<file path="config.mk">
export PLATFORM = sky130hd
export DESIGN_NAME = inst_fetch_unit_flat
export DESIGN_NICKNAME = d
export VERILOG_FILES = /design/src/rtl/inst_fetch_unit_if.sv /design/src/rtl/inst_fetch_unit.sv /design/src/flat_wrapper.sv
export SDC_FILE = /design/constraint.sdc
export NUM_CORES = 1
export LEC_CHECK = 0
export CAP_MARGIN = 5
export CORE_UTILIZATION = 45
export CTS_BUF_LIST = sky130_fd_sc_hd__clkbuf_4 sky130_fd_sc_hd__clkbuf_8 sky130_fd_sc_hd__clkbuf_16
export DETAILED_ROUTE_END_ITERATION = 7
export PLACE_DENSITY = 0.8
export SYNTH_ARGS = -nofsm -noshare
export SYNTH_HDL_FRONTEND = slang
export SYNTH_SLANG_ARGS = --single-unit
</file>
<file path="constraint.sdc">
create_clock -name clk -period 4 [get_ports clk]
set_input_delay 0.8 -clock clk [delete_from_list [all_inputs] [get_ports clk]]
set_output_delay 0.8 -clock clk [all_outputs]
set_load 0.05 [all_outputs]
</file>
<file path="src/rtl/inst_fetch_unit_if.sv">
// inst_fetch_unit_if: bundles the instruction-memory port, the instruction
// handoff port and the control-decoder feedback of the fetch unit.
//
// Handshake rules:
//   imem:  imem_req/imem_addr are held stable until a cycle where
//          imem_req && imem_ack; imem_rdata is sampled only in that cycle.
//   inst:  once inst_valid rises, inst/inst_pc/pc_plus4 stay stable until a
//          cycle with inst_valid && inst_ready. That cycle is the handoff,
//          and jump_en/branch_taken/branch_imm are only looked at then.
interface inst_fetch_unit_if;
  logic        imem_req;
  logic [31:0] imem_addr;
  logic        imem_ack;
  logic [31:0] imem_rdata;
  logic        inst_valid;
  logic        inst_ready;
  logic [31:0] inst;
  logic [31:0] inst_pc;
  logic [31:0] pc_plus4;
  logic        jump_en;
  logic        branch_taken;
  logic [15:0] branch_imm;
  logic [31:0] fetch_count;
  logic        fsm_state;

  // Fetch unit side.
  modport master (
    output imem_req, imem_addr,
    input  imem_ack, imem_rdata,
    output inst_valid, inst, inst_pc, pc_plus4,
    input  inst_ready,
    input  jump_en, branch_taken, branch_imm,
    output fetch_count, fsm_state
  );

  // Memory / decoder side.
  modport slave (
    input  imem_req, imem_addr,
    output imem_ack, imem_rdata,
    input  inst_valid, inst, inst_pc, pc_plus4,
    output inst_ready,
    output jump_en, branch_taken, branch_imm,
    input  fetch_count, fsm_state
  );
endinterface

</file>
<file path="src/rtl/inst_fetch_unit.sv">
// inst_fetch_unit: owns the PC, reads instruction words over a req/ack port,
// presents each word with its PC under valid/ready, and applies jump/branch
// redirects on the handoff cycle. No delay slots.
// Optional macro FETCH_PERF_CNT_EN: adds a handoff counter on fetch_count;
// without it fetch_count is tied to zero.
// fsm_state exposes the FSM (0 = FETCH, 1 = HOLD) for debug.
module inst_fetch_unit #(
  parameter logic [31:0] RESET_PC = 32'h0000_0000
) (
  input  logic               clk,
  input  logic               rst,
  inst_fetch_unit_if.master  bus
);

  typedef enum logic {
    FETCH = 1'b0,
    HOLD  = 1'b1
  } state_e;

  state_e      state;
  state_e      state_nxt;
  logic [31:0] pc;
  logic [31:0] inst_q;
  logic [31:0] inst_pc_q;
  logic [31:0] pc_plus4;
  logic [31:0] next_pc;
  logic [31:0] branch_off;
  logic        req;
  logic        valid;
  logic        ack_take;
  logic        handoff;

  // A word is captured only while a request is actually outstanding.
  assign ack_take = (state == FETCH) && bus.imem_ack && !rst;
  // The handoff cycle; reset wins over a concurrent ready.
  assign handoff  = (state == HOLD) && bus.inst_ready && !rst;

  // FSM state register.
  always_ff @(posedge clk) begin
    if (rst) state <= FETCH;
    else     state <= state_nxt;
  end

  // FSM next state and handshake outputs; both are masked during reset.
  always_comb begin
    state_nxt = state;
    req       = 1'b0;
    valid     = 1'b0;
    case (state)
      FETCH: begin
        req = !rst;
        if (ack_take) state_nxt = HOLD;
      end
      HOLD: begin
        valid = !rst;
        if (handoff) state_nxt = FETCH;
      end
      default: state_nxt = FETCH;
    endcase
  end

  // Link value for jal; wraps naturally at the top of the address space.
  assign pc_plus4   = inst_pc_q + 32'd4;
  assign branch_off = {{14{bus.branch_imm[15]}}, bus.branch_imm, 2'b00};

  // Redirect selection; jump outranks a taken branch.
  always_comb begin
    next_pc = pc_plus4;
    if (bus.jump_en)           next_pc = {pc_plus4[31:28], inst_q[25:0], 2'b00};
    else if (bus.branch_taken) next_pc = pc_plus4 + branch_off;
  end

  // Program counter: advances only when the held instruction is handed off.
  always_ff @(posedge clk) begin
    if (rst)          pc <= RESET_PC;
    else if (handoff) pc <= next_pc;
  end

  // Instruction holding register, loaded from memory on the accepted ack.
  always_ff @(posedge clk) begin
    if (rst) begin
      inst_q    <= 32'h0;
      inst_pc_q <= 32'h0;
    end else if (ack_take) begin
      inst_q    <= bus.imem_rdata;
      inst_pc_q <= pc;
    end
  end

`ifdef FETCH_PERF_CNT_EN
  logic [31:0] fetch_cnt;

  // Handoff counter, wraps mod 2^32.
  always_ff @(posedge clk) begin
    if (rst)          fetch_cnt <= 32'h0;
    else if (handoff) fetch_cnt <= fetch_cnt + 32'd1;
  end

  assign bus.fetch_count = fetch_cnt;
`else
  assign bus.fetch_count = 32'h0;
`endif

  assign bus.imem_req   = req;
  assign bus.imem_addr  = pc;
  assign bus.inst_valid = valid;
  assign bus.inst       = inst_q;
  assign bus.inst_pc    = inst_pc_q;
  assign bus.pc_plus4   = pc_plus4;
  assign bus.fsm_state  = state;

endmodule

</file>
<file path="src/flat_wrapper.sv">
// flat-port wrapper written by rule: the top's interface ports become plain ports
module inst_fetch_unit_flat 
#(
  parameter logic [31:0] RESET_PC = 32'h0000_0000
)
  (clk, rst, bus_imem_req, bus_imem_addr, bus_imem_ack, bus_imem_rdata, bus_inst_valid, bus_inst, bus_inst_pc, bus_pc_plus4, bus_inst_ready, bus_jump_en, bus_branch_taken, bus_branch_imm, bus_fetch_count, bus_fsm_state);
  inst_fetch_unit_if bus_i ();
  input  logic clk;
  input  logic rst;
  output wire logic [$bits(bus_i.imem_req)-1:0] bus_imem_req;
  output wire logic [$bits(bus_i.imem_addr)-1:0] bus_imem_addr;
  input wire logic [$bits(bus_i.imem_ack)-1:0] bus_imem_ack;
  input wire logic [$bits(bus_i.imem_rdata)-1:0] bus_imem_rdata;
  output wire logic [$bits(bus_i.inst_valid)-1:0] bus_inst_valid;
  output wire logic [$bits(bus_i.inst)-1:0] bus_inst;
  output wire logic [$bits(bus_i.inst_pc)-1:0] bus_inst_pc;
  output wire logic [$bits(bus_i.pc_plus4)-1:0] bus_pc_plus4;
  input wire logic [$bits(bus_i.inst_ready)-1:0] bus_inst_ready;
  input wire logic [$bits(bus_i.jump_en)-1:0] bus_jump_en;
  input wire logic [$bits(bus_i.branch_taken)-1:0] bus_branch_taken;
  input wire logic [$bits(bus_i.branch_imm)-1:0] bus_branch_imm;
  output wire logic [$bits(bus_i.fetch_count)-1:0] bus_fetch_count;
  output wire logic [$bits(bus_i.fsm_state)-1:0] bus_fsm_state;
  assign bus_imem_req = bus_i.imem_req;
  assign bus_imem_addr = bus_i.imem_addr;
  assign bus_i.imem_ack = bus_imem_ack;
  assign bus_i.imem_rdata = bus_imem_rdata;
  assign bus_inst_valid = bus_i.inst_valid;
  assign bus_inst = bus_i.inst;
  assign bus_inst_pc = bus_i.inst_pc;
  assign bus_pc_plus4 = bus_i.pc_plus4;
  assign bus_i.inst_ready = bus_inst_ready;
  assign bus_i.jump_en = bus_jump_en;
  assign bus_i.branch_taken = bus_branch_taken;
  assign bus_i.branch_imm = bus_branch_imm;
  assign bus_fetch_count = bus_i.fetch_count;
  assign bus_fsm_state = bus_i.fsm_state;
  inst_fetch_unit #(.RESET_PC(RESET_PC)) u_core (.clk(clk), .rst(rst), .bus(bus_i));
endmodule
</file>
==> impl_metrics.yaml <==
critical_path:
  r2r_cells: 15
  rrSetupSlack_ns: 0.28
  crit_chain: "ha_1 -> and2_2 -> or3b_4 -> nor3_4 -> buf_4 -> xor2_2 -> buf_4 -> clkdlybuf4s50_1"
  required_ns: 3.20
  r2r-end: "u_core.bus.imem_addr[27]$_SDFFE_PP0P_"
  cp-start-kind: "register"
  worst-path-max-fanout: 6
  timing.rr.start: "u_core.bus.inst_pc[2]$_SDFFE_PP0P_"
  timing.critical_path.to_type: "output pin"
  crit_path_frequent_cell: "buf_4"
  cpMaxStageDelayCell: "clkdlybuf4s50_1"
  crit_type: "register to output pin"
  slowest_delay_ns: 0.79
  cp_data_arrival_time_ns: 3.05
final_layout:
  drive_above_1_share: 0.0865
  nets: 1092
  n_antenna_cell: 0
  seq_area_um2: 1980
  synthToLayoutAreaGrowth_pct: 39.3
  multiInputGateArea_um2: 4010
  fillers: 1154
synthesis:
  ys_warn_count: 0
  avgSynthCellArea_um2: 7.43
  synth_top_family_by_area: "compound AO/OA/AOI/OAI gates"
  yosys.area.top_type_share: 0.313
  muxShareOfSynthArea: 0.00990
  synth-xor-area-share: 0.0691
  synthSimpleGateAreaFrac: 0.213
  synth_cell_type_count: 60
  synth_edf_count: 0
  yosysSeqAreaShare: 0.313
  async_reset_ff_frac: 0
  synth_area_leaders: "dfxtp_1 (31%), nand2_1 (10%), o21ai_0 (8.2%)"
  yosysMostFrequentCell: "nand2_1"
  synthFlopType: "dfxtp_1"
  synth_compound_area_frac: 0.234
  netlist_area_um2: 6190
  synth_top_cell_by_area: "dfxtp_1"
  ys_top_cells_by_count: "nand2_1 (172), o21ai_0 (102), dfxtp_1 (97)"
  ys_ff_latch: 97
  synth-adder-area-share: 0.0759
  syn_inst: 834
routing:
  wire_per_inst_um: 16.5
  viasPerCell: 5.46
  drc: 0
  first_iter_violations: 584
  drtAntennaViolNets: 0
  drt_wl_total_um: 19500
  first_pass_iters: 5
  dr_total_vias: 6459
floorplan:
  rows: 42
  io_pins: 217
  die_w_um: 119
  die_h_um: 119
  core_um2: 13300
  start_util: 0.464
  die-area_um2: 14200
timing:
  period_minus_slack_ns: 3.85
  finalHoldViolations: 0
  relSlewSlack: 0.447
  final-max-slew-violation-count: 0
  fin_skew_ns: 0.0104
  whs_ns: 0.454
  layout_setup_ws_ns: 0.152
  setup_viol_count_final: 0
  fin_crit_sh: 0.962
  max_freq_mhz: 260
  tightest_slew_ns: 0.828
power_and_ir_drop:
  clockPowerShare: 0.342
  powerDensity_nw_per_um2: 302
  p_sw_mw: 0.853
  leakage_nw: 3.50
  ir_worst_vdd_mv: 0.283
  seq_power_share: 0.399
  combPwrFrac: 0.259
  intPower_mw: 1.75
  p_sw_frac: 0.327
global_route:
  grt_max_degree: 68
  grt_use_total: 0.271
  grt_pass1_vias: 5704
  grt_pass1_wl_um: 30500
  overflow: 0
  antenna_found_initial: 0
cts:
  clock_tree.root_cell: "clkbuf_16"
  insertion_delay_ns: 0.34
  cts_buffer_depth: 2
  tritoncts.num_buffers: 9
  hold_buffers: 0
  cts.htree.levels: 3
  cts_sinks: 97
  cts_tree: "yes"
  clkSlewWorstSetupHoldPaths_ns: 0.06
placement:
  routabilityCongestion: 0.977
  dp_worst_setup_slack_ns: 0.0205
  port_buffers: 184
  detailed_place_hpwl_um: 14800
run:
  cap_viol_max_count: 0
status:
  outcome: "completed"
hold_path:
  hp-start: "u_core.bus.inst[27]$_SDFFE_PP0P_"
  worstHoldEndpoint: "u_core.bus.inst[27]$_SDFFE_PP0P_"
  hold_class: "register to register"
  holdPathStages: 2
-- power by group through the flow --
stage	Sequential [mW]	Combinational, mW	Clock, mW
2_1_floorplan	1.20	0.318	0
3_3_place_gp	1.06	0.663	0
6_report	1.04	0.675	0.891
4_1_cts	1.04	0.668	0.896
5_1_grt	1.04	0.716	0.939
3_5_place_dp	1.06	0.665	0
-- critical path, delay by kind of cell, from the launching register on --
kind	cells	cell delay [ns]
and+or+nand+nor	3	0.86
DFF	1	0.37
xor gates and xnor gates	1	0.17
buffers and inverters	3	1.11
adders and majority gates	1	0.19
-- placed cells by master (no fill, tap or decap), types with 3 or more instances in the layout --
master / instances
nand4_1: 9
nor2_1: 35
xnor2_2: 8
inv_1: 18
nor3_1: 7
nand3_1: 29
or3_1: 5
xor2_2: 3
o21bai_1: 5
dfxtp_4: 9
o211ai_1: 10
buf_4: 26
conb_1: 32
and3_1: 15
nand2b_1: 5
clkbuf_16: 9
o21a_1: 8
dfxtp_1: 86
xnor2_1: 21
nand2_1: 172
xor2_1: 14
buf_12: 3
and2_1: 3
a21oi_1: 54
o21ai_0: 101
o31ai_1: 11
o21ai_1: 3
a31oi_1: 15
ha_1: 34
mux2i_1: 5
clkdlybuf4s50_1: 178
a21o_1: 12
a211oi_1: 11
-- kinds of logic (layout without fill, tap and decap cells) --
kind of cell,after synthesis,count (layout)
AND/OR/NAND/NOR,296,296
AO/OA/AOI/OAI,247,247
buffers and inverters,102,243
flip-flops,97,97
XOR/XNOR,48,48
adder cells (fa/ha/maj),37,37
multiplexers,6,6
other,1,32
-- flip-flops by register name, summed over array words and instances, names as in the netlist --
register / cells
u_core.bus.inst_pc: 32
u_core.bus.inst: 32
u_core.bus.imem_addr: 32
u_core.bus.fsm_state: 1
-- how the worst max path moves through the flow --
stage                                                    from                               endpoint  slack, ns  cells after the start
after global routing       u_core.bus.inst_pc[2]$_SDFFE_PP0P_  u_core.bus.imem_addr[31]$_SDFFE_PP0P_     -0.006                     16
final                      u_core.bus.inst_pc[2]$_SDFFE_PP0P_                       bus_pc_plus4[22]       0.15                      8
after global placement     u_core.bus.inst_pc[2]$_SDFFE_PP0P_  u_core.bus.imem_addr[22]$_SDFFE_PP0P_       0.11                     15
after detailed placement   u_core.bus.inst_pc[2]$_SDFFE_PP0P_  u_core.bus.imem_addr[22]$_SDFFE_PP0P_       0.02                     15
after floorplan           u_core.bus.inst_pc[13]$_SDFFE_PP0P_  u_core.bus.imem_addr[30]$_SDFFE_PP0P_     0.0005                     16
after CTS                  u_core.bus.inst_pc[2]$_SDFFE_PP0P_  u_core.bus.imem_addr[31]$_SDFFE_PP0P_       0.05                     15
-- layout make-up --
type	count	area share
sequential	97	0.229
timing repair buffer	207	0.236
clock inverter	4	0.00580
clock buffer	12	0.0302
multi-input combinational	666	0.464
inverter	20	0.00870
tap	176	0.0255
-- stage by stage --
| step | setup TNS [ns] | power [mW] | area [um^2] | utilization | std cells |
|---|---|---|---|---|---|
| 4_1_cts | 0 | 2.60 | 8570 | 0.642 | 1180 |
| 3_3_place_gp | 0 | 1.72 | 8260 | 0.619 | 1164 |
| 2_1_floorplan | 0 | 1.52 | 6460 | - | 865 |
| 6_report | 0 | 2.61 | 8630 | 0.646 | 1182 |
| 5_1_grt | -0.00569 | 2.70 | 8630 | 0.646 | 1182 |
| 3_5_place_dp | 0 | 1.73 | 8260 | 0.619 | 1164 |
-- what timing repair did --
item	CTS	global route
setup buffers	0	2
gates cloned	0	0
setup endpoints to repair	1	8
gates resized for setup	1	10
pin swaps	0	3
-- metal layers --
metal / track usage / share of wire / wire length [um]
met5: 0 / 0 / 0
met3: 0.0445 / 0.072 / 1400
met4: 0.0742 / 0.021 / 418
met1: 0.387 / 0.46 / 9030
met2: 0.418 / 0.44 / 8620
Note: power is estimated with default switching activity, not from simulation.
